File: config.mk
export PLATFORM = sky130hd
export DESIGN_NAME = led_pattern_ctrl
export DESIGN_NICKNAME = d
export VERILOG_FILES = /design/src/rtl/led_pkg.sv /design/src/rtl/led_tick_gen.sv /design/src/rtl/led_pattern_ctrl.sv
export SDC_FILE = /design/constraint.sdc
export NUM_CORES = 1
export LEC_CHECK = 0
export ABC_AREA = 1
export BUFFER_PORTS_ARGS = -buffer_cell sky130_fd_sc_hd__buf_2
export CAP_MARGIN = 30
export CORE_MARGIN = 3
export CORE_UTILIZATION = 56
export CTS_CLUSTER_DIAMETER = 120
export DETAILED_ROUTE_END_ITERATION = 10
export GPL_TIMING_DRIVEN = 0
export PLACE_DENSITY_LB_ADDON = 0.1
export RECOVER_POWER = 25
export SYNTH_ARGS = -nofsm -noshare
export SYNTH_HDL_FRONTEND = slang
export SYNTH_HIERARCHICAL = 1
export SYNTH_SLANG_ARGS = --single-unit
File: constraint.sdc
create_clock -name clk -period 2.45 [get_ports clk]
set_input_delay 0.49 -clock clk [delete_from_list [all_inputs] [get_ports clk]]
set_output_delay 0.49 -clock clk [all_outputs]
set_load 0.005 [all_outputs]
File: src/rtl/led_pkg.sv
// Shared definitions for the LED pattern controller.
//   MODE_*      : 2-bit per-channel mode encodings
//   clog2_min1  : ceil(log2(n)) clamped to at least 1, used for index and counter widths
package led_pkg;

   localparam logic [1:0] MODE_OFF   = 2'd0;
   localparam logic [1:0] MODE_ON    = 2'd1;
   localparam logic [1:0] MODE_BLINK = 2'd2;
   localparam logic [1:0] MODE_PWM   = 2'd3;

   function automatic int clog2_min1(input int n);
      return (n <= 1) ? 1 : $clog2(n);
   endfunction

endpackage

File: src/rtl/led_tick_gen.sv
// Shared timebase for all LED channels.
//   clk, rst_n  : system clock, async active-low reset
//   sync_clr    : restart prescaler, PWM and blink counters (wins over counting)
//   tick        : registered 1-cycle pulse, one cycle after each internal tick
//   pwm_cnt     : free-running PWM counter, advances once per tick
//   blink_ph    : blink phase, toggles every BLINK_TICKS ticks
module led_tick_gen
   import led_pkg::*;
#(
   parameter int PRESCALE    = 1000,
   parameter int PWM_BITS    = 8,
   parameter int BLINK_TICKS = 256
) (
   input  logic                clk,
   input  logic                rst_n,
   input  logic                sync_clr,
   output logic                tick,
   output logic [PWM_BITS-1:0] pwm_cnt,
   output logic                blink_ph
);

   localparam int PRESC_W = clog2_min1(PRESCALE);
   localparam int BLINK_W = clog2_min1(BLINK_TICKS);
   localparam logic [PRESC_W-1:0] PRESC_LAST = PRESC_W'(PRESCALE - 1);
   localparam logic [BLINK_W-1:0] BLINK_LAST = BLINK_W'(BLINK_TICKS - 1);

   logic [PRESC_W-1:0] presc_cnt;
   logic [BLINK_W-1:0] blink_cnt;
   logic               tick_int;

   // With PRESCALE=1 the counter sits at 0 == PRESC_LAST, so every cycle ticks.
   assign tick_int = (presc_cnt == PRESC_LAST) && !sync_clr;

   always_ff @(posedge clk or negedge rst_n) begin
      if (!rst_n) begin
         presc_cnt <= '0;
         pwm_cnt   <= '0;
         blink_cnt <= '0;
         blink_ph  <= 1'b0;
         tick      <= 1'b0;
      end else if (sync_clr) begin
         presc_cnt <= '0;
         pwm_cnt   <= '0;
         blink_cnt <= '0;
         blink_ph  <= 1'b0;
         tick      <= 1'b0;
      end else begin
         tick      <= tick_int;
         presc_cnt <= tick_int ? '0 : presc_cnt + 1'b1;
         if (tick_int) begin
            pwm_cnt <= pwm_cnt + 1'b1;
            if (blink_cnt == BLINK_LAST) begin
               blink_cnt <= '0;
               blink_ph  <= ~blink_ph;
            end else begin
               blink_cnt <= blink_cnt + 1'b1;
            end
         end
      end
   end

endmodule

File: src/rtl/led_pattern_ctrl.sv
// Multi-channel LED driver with per-channel mode (OFF/ON/BLINK/PWM) and duty,
// all channels phase-aligned to one shared timebase.
//   clk, rst_n        : system clock, async active-low reset
//   wr_en/wr_ch       : 1-cycle config write strobe and target channel
//   wr_mode/wr_duty   : mode and PWM compare value loaded on a valid write
//   sync_clr          : restart the shared timebase
//   led               : registered LED drive, 1 = lit
//   tick              : registered timebase tick pulse
module led_pattern_ctrl
   import led_pkg::*;
#(
   parameter int   NUM_CH      = 4,
   parameter int   PRESCALE    = 1000,
   parameter int   PWM_BITS    = 8,
   parameter int   BLINK_TICKS = 256,
   localparam int  CH_W        = clog2_min1(NUM_CH)
) (
   input  logic                clk,
   input  logic                rst_n,
   input  logic                wr_en,
   input  logic [CH_W-1:0]     wr_ch,
   input  logic [1:0]          wr_mode,
   input  logic [PWM_BITS-1:0] wr_duty,
   input  logic                sync_clr,
   output logic [NUM_CH-1:0]   led,
   output logic                tick
);

   logic [1:0]          mode_q [NUM_CH];
   logic [PWM_BITS-1:0] duty_q [NUM_CH];
   logic [PWM_BITS-1:0] pwm_cnt;
   logic                blink_ph;
   logic [NUM_CH-1:0]   led_nxt;

   function automatic logic led_level(input logic [1:0]          mode,
                                      input logic [PWM_BITS-1:0] duty,
                                      input logic [PWM_BITS-1:0] pwm,
                                      input logic                ph);
      case (mode)
         MODE_ON:    return 1'b1;
         MODE_BLINK: return ph;
         MODE_PWM:   return pwm < duty;
         default:    return 1'b0;
      endcase
   endfunction

   led_tick_gen #(
      .PRESCALE    (PRESCALE),
      .PWM_BITS    (PWM_BITS),
      .BLINK_TICKS (BLINK_TICKS)
   ) u_tick_gen (
      .clk      (clk),
      .rst_n    (rst_n),
      .sync_clr (sync_clr),
      .tick     (tick),
      .pwm_cnt  (pwm_cnt),
      .blink_ph (blink_ph)
   );

   always_ff @(posedge clk or negedge rst_n) begin
      if (!rst_n) begin
         for (int i = 0; i < NUM_CH; i++) begin
            mode_q[i] <= MODE_OFF;
            duty_q[i] <= '0;
         end
      end else if (wr_en && (int'(wr_ch) < NUM_CH)) begin
         mode_q[wr_ch] <= wr_mode;
         duty_q[wr_ch] <= wr_duty;
      end
   end

   for (genvar c = 0; c < NUM_CH; c++) begin : g_ch
      assign led_nxt[c] = led_level(mode_q[c], duty_q[c], pwm_cnt, blink_ph);
   end

   always_ff @(posedge clk or negedge rst_n) begin
      if (!rst_n) begin
         led <= '0;
      end else begin
         led <= led_nxt;
      end
   end

endmodule

**Yosys cells after proc, flatten, opt, wreduce, memory -nomap -nowiden**

Index checks and enable logic that the tools add are counted.

- Word-level logic and storage cells: 66
- Register bits after elaboration: 72
- Output and inout port bits: 5

- Reductions and logical operators: 6
- Eq/ne operators: 14
- Bitwise logic cells: 2
- $lt $le $gt $ge: 6
- Muxes and demuxes: 21
- $add $sub $neg: 3

Operators with widths:

| operator | count |
|---|---|
| 2-to-1 mux 8 bit | 6 |
| bitwise mux 32 bit | 1 |
| < comparator 8 bit | 4 |
| 2-to-1 mux 10 bit | 2 |
| adder 8 x 1 -> 8 bit (second input constant) | 2 |
| demux 8 bit (select 2 bit) | 1 |
| == test 2 bit (second input constant) | 8 |
| case mux 1 bit (3 select lines) | 4 |
| adder 10 x 1 -> 10 bit (second input constant) | 1 |
| == test 10 bit (second input constant) | 1 |
| bitwise mux 8 bit | 1 |
| == test 2 x 1 -> 1 bit (second input constant) | 4 |
| == test 8 bit (second input constant) | 1 |
| demux 2 bit (select 2 bit) | 1 |
| 2-to-1 mux 1 bit | 4 |
| nonzero test 2 bit | 2 |
| >= comparator 3 bit (second input constant) | 1 |
| < comparator 3 x 1 -> 1 bit (second input constant) | 1 |
| NOT 2 -> 3 bit | 1 |
| logical AND 1 bit | 2 |
| 2-to-1 mux 2 bit | 1 |
| AND reduction 2 bit | 1 |
| logical NOT 1 bit | 1 |
| NOT 1 bit | 1 |

**Depth between registers and ports, before layout**

- Depth after elaboration: 6
- Depth in mapped cells: 10
- Depth with buffers taken out: 9

**Cells and area by module**

The synthesis kept the hierarchy.

By module, submodules not included:

| module | cells each | area an instance (um2) | seq. area each (um2) | instances |
|---|---|---|---|---|
| led_pattern_ctrl | 306 | 2492.4 | 1101.1 | 1 |
| led_tick_gen | 196 | 1475.2 | 700.7 | 1 |

**Least setup slack after synthesis**

No wires, ideal clock.

- Path type: register to register
- Start: register u_tick_gen.presc_cnt[0]
- End: register u_tick_gen.blink_cnt[4]
- Library setup time: 118 ps
- Required time: 2332 ps
- Arrival: 1305 ps
- Setup slack: 1027 ps
- Stages on the path, launching flop included: 10
- Buffers on the path: 0
- Cell sequence: dfrtp_1 ha_1 nand2_1 inv_1 nand2_1 nor2_4 nor2_2 clkinv_1 nand2_1 nand2_1

- Cells in the longest elaborated chain, start to end: 3

Ends and longest elaborated chain:

| element | line | source |
|---|---|---|
| start: declaration | led_tick_gen.sv:27 | `logic [PRESC_W-1:0] presc_cnt;` |
| start signal: assignment | led_tick_gen.sv:49 | `presc_cnt <= tick_int ? '0 : presc_cnt + 1'b1;` |
| == test 10 bit | led_tick_gen.sv:32 | `assign tick_int = (presc_cnt == PRESC_LAST) && !sync_clr;` |
| logical AND 1 bit | led_tick_gen.sv:32 |  |
| nonzero test 2 bit (no line) | n/a |  |
| end signal: assignment | led_tick_gen.sv:56 | `blink_cnt <= blink_cnt + 1'b1;` |
| end: declaration | led_tick_gen.sv:28 | `logic [BLINK_W-1:0] blink_cnt;` |

Every way passes these cells.
A chain may end at the register's enable or synchronous reset.

**Worst setup path after layout**

Ends and elaborated chain as after synthesis.

==> summary.txt <==
Global route
  – Wire length of the first global-routing pass: ~14 mm
  – Total gr overflow: 0
  – M1 GR Usage: 30.38%
  – Global routing met2 resource utilization: roughly a third
  – Largest net degree at the start of global routing: 50
  – Busiest layer in global routing: met2
  – Number of global-route vias before repair: 2,974
  – Total Routing Usage GR: 21.38%
  – Global routing usage on met3: 3.096%
  – Initial antenna violation count: 0

Critical path
  – Kind of critical path: flip-flop to flip-flop
  – Crit path arrival time: roughly 1900 ps
  – Worst-path maximum fanout: 10
  – Largest delay contributor family on the critical path: simple AND/OR/NAND/NOR gates
  – Worst path buffer plus inverter count: 2
  – Ordered list of cells on the worst path: ha_1 > nand2_1 > inv_1 > nand2_1 > nor2_4 > nor2_2 > clkinv_1 > nand2_1 > nand2_1
  – Type of element launching the critical path: flip-flop
  – Kind of end point of the critical path: flip-flop
  – Max stage delay on crit path: roughly 400 ps
  – Worst EP required: around 2700 ps
  – Worst-path cell with the longest stage delay: dfrtp_1
  – Top cell by count, worst path: nand2_1
  – Reg-to-reg slack, setup: 770 ps

Synth
  – Share of flip-flops with an asynchronous set or reset: 100.0%
  – Flip-flop and latch count after synthesis: 72
  – Synthesized instance count: ~500
  – Syn_nets: 549
  – Synth Area per Inst: slightly below 8 um2
  – Register area share after synthesis: a little under half
  – Cell Area, Synth: ~4000 um2
  – Netlist cell types: 23
  – Number of flops mapped to enable cells by yosys: 0
  – Commonest register cell after synthesis: dfrtp_1
  – YS warnings: 6

Timing
  – Crit path time final: about 1700 ps
  – Highest clock frequency the design can meet: slightly below 600 MHz
  – Max_slew headroom: under 10%
  – Max Clock Skew: between 8 and 9 ps
  – Measured slew at the worst slew-check pin: 1418 ps
  – Fin crit share: roughly 70%
  – Final hold violations: 0
  – Summed negative setup slack over all endpoints: 0 ps
  – Count of final setup violators: 0
  – RSZ-0062 raised after global routing: no
  – Max-slew violation count: 0

Final layout
  – Antenna fix cells: 0
  – Final-layout fill cell count: 627
  – Layout Nets: just under 600
  – Util after Layout: about 64%
  – Layout Area Growth over Synthesis: 10.56%
  – Share of final-layout standard cells stronger than drive strength 1: 10.80%
  – Post-Layout Inst Area: between 4000 and 5000 um2

Routing
  – Detail-routed via count per cell: between 4 and 5
  – Wire length after detailed routing: ~8 mm
  – Final routed wire length divided by cell count: around 12 um
  – Initial drt markers: 138
  – DR vias: between 3,000 and 4,000
  – DRC viols: 0
  – Number of optimization iterations in the first detailed-route pass: 4
  – Number of routed nets with antenna violations: 0

Place
  – Final weighted congestion of routability-driven global placement: between 0.7 and 0.8
  – Input/output buffers: 20
  – Cell area reported after detailed placement: roughly 4200 um2
  – HPWL reported at the end of detailed placement: between 5 and 6 mm

Clock network
  – Clock tree from TritonCTS: built
  – Root cell of the clock tree: clkbuf_8
  – Clk sinks: 72
  – CTS-repair resized insts: 0
  – Cts-stage hold buffer count: 0
  – Clock insertion delay at the later pin of the skew report: about 350 ps
  – Level count of the clock H-tree: 3
  – CTS Buffer Depth: 2
  – Setup repair bufs after CTS: 0
  – Clock buffer count from CTS: 9
  – Clock transition at the registers of the reported paths: 70 ps

Min path
  – Hold Path Class: input pin to flip-flop

Power
  – VDD IR max: between 300 and 400 uV
  – Power density over cell area: ~600 nW/um2
  – Leakage: 2.422 nW
  – Power consumption: between 0.002 and 0.003 W

Floorplan
  – Top-Level Pins: 21
  – Floorplan die height: approximately 90 um
  – Die extent in x: ~90 um
  – Number of rows created at floorplan: 30
  – Area of the die: a little over 8000 um2
  – Initial standard-cell utilization of the core: about three fifths
  – Core footprint: 6832 um2

Status
  – Status: completed

Job
  – Total of max-cap violations: 0
flip-flops by register name, summed over array words and instances (netlist names):
signal / flops
u_tick_gen/blink_ph: 1
u_tick_gen/blink_cnt: 8
mode_q: 8
duty_q: 32
led: 4
u_tick_gen/tick: 1
u_tick_gen/pwm_cnt: 8
u_tick_gen/presc_cnt: 10
cells in the mapped netlist, types with 6 or more instances:
cell,number,share of area [%]
inv_1,84,7.9
o21ai_2,10,2.2
dfrtp_1,72,45
o21ai_0,39,4.9
a21oi_1,12,1.5
nand2_1,150,14
nand3_1,31,3.9
nand4_1,6,0.95
ha_1,31,9.8
nor2_1,36,3.4
through the flow:
step	hold WS, ps	setup WS, ps	std cells
after floorplan	194.4	1027	502
after global placement	451.3	457.8	618
after detailed placement	422.1	762.8	619
after CTS	47.33	751.3	633
after global routing	424.2	581.9	633
final	413.0	768.1	633
worst register-to-register path: stages (launching register included):
cell	delay (ps)
dfrtp_1	400
ha_1	210
nand2_1	110
inv_1	70
nand2_1	100
nor2_4	70
nor2_2	120
clkinv_1	280
nand2_1	160
nand2_1	60
cell usage in the layout, fill, tap and decap left out, types with 3 or more instances in the layout:
cell	instances
o21ai_0	39
ha_1	31
buf_2	22
nand3_1	31
clkbuf_1	3
nor2_1	36
clkbuf_2	3
dfrtp_1	72
nand2_1	150
o21ai_2	10
inv_1	84
a21oi_1	12
buf_6	4
or2_2	4
o21a_1	4
nand4_1	6
clkbuf_8	12
xor2_1	4
kinds of logic after synthesis:
kind of cell | Yosys count | synth area share [%]
adders and majority gates | 31 | 9.776
buffers and inverters | 95 | 9.933
xor gates and xnor gates | 6 | 1.324
AOI/OAI and AO/OA | 66 | 9.587
and+or+nand+nor | 232 | 23.97
DFF | 72 | 45.41
where the power goes:
part	internal (W)	switching, W	total (W)
clock network	0.000441	0.000406	0.000847
logic	0.000163	0.000239	0.000402
registers	0.00131	0.0000654	0.00138
worst paths after layout:
check | from | endpoint | depth (start not counted)
setup / recovery | u_tick_gen/presc_cnt[0] | u_tick_gen/blink_cnt[4] | 9
hold / removal | sync_clr | u_tick_gen/presc_cnt[4] | 2
setup reg to reg | u_tick_gen/presc_cnt[0] | u_tick_gen/blink_cnt[4] | 9
hold reg to reg | u_tick_gen/presc_cnt[0] | u_tick_gen/presc_cnt[0] | 1
max in group asynchronous | rst_n | duty_q[25] | 2
min in group asynchronous | rst_n | duty_q[5] | 1
routing by layer:
layer | part of all wire [%] | wire, um
met5 | 0 | 0
met4 | 2.6 | 208
met3 | 4.1 | 321
met2 | 43 | 3417
met1 | 50 | 3939
layout make-up:
class	count	area [um2]	area share (%)
sequential	72	1802	41.07
multi-input combinational	335	1772	40.39
inverter	85	319.1	7.273
clock buffer	14	172.7	3.936
timing repair buffer	21	126.4	2.881
tap	96	120.1	2.738
buffer	10	75.07	1.711
(Power assumes the default switching activity.)
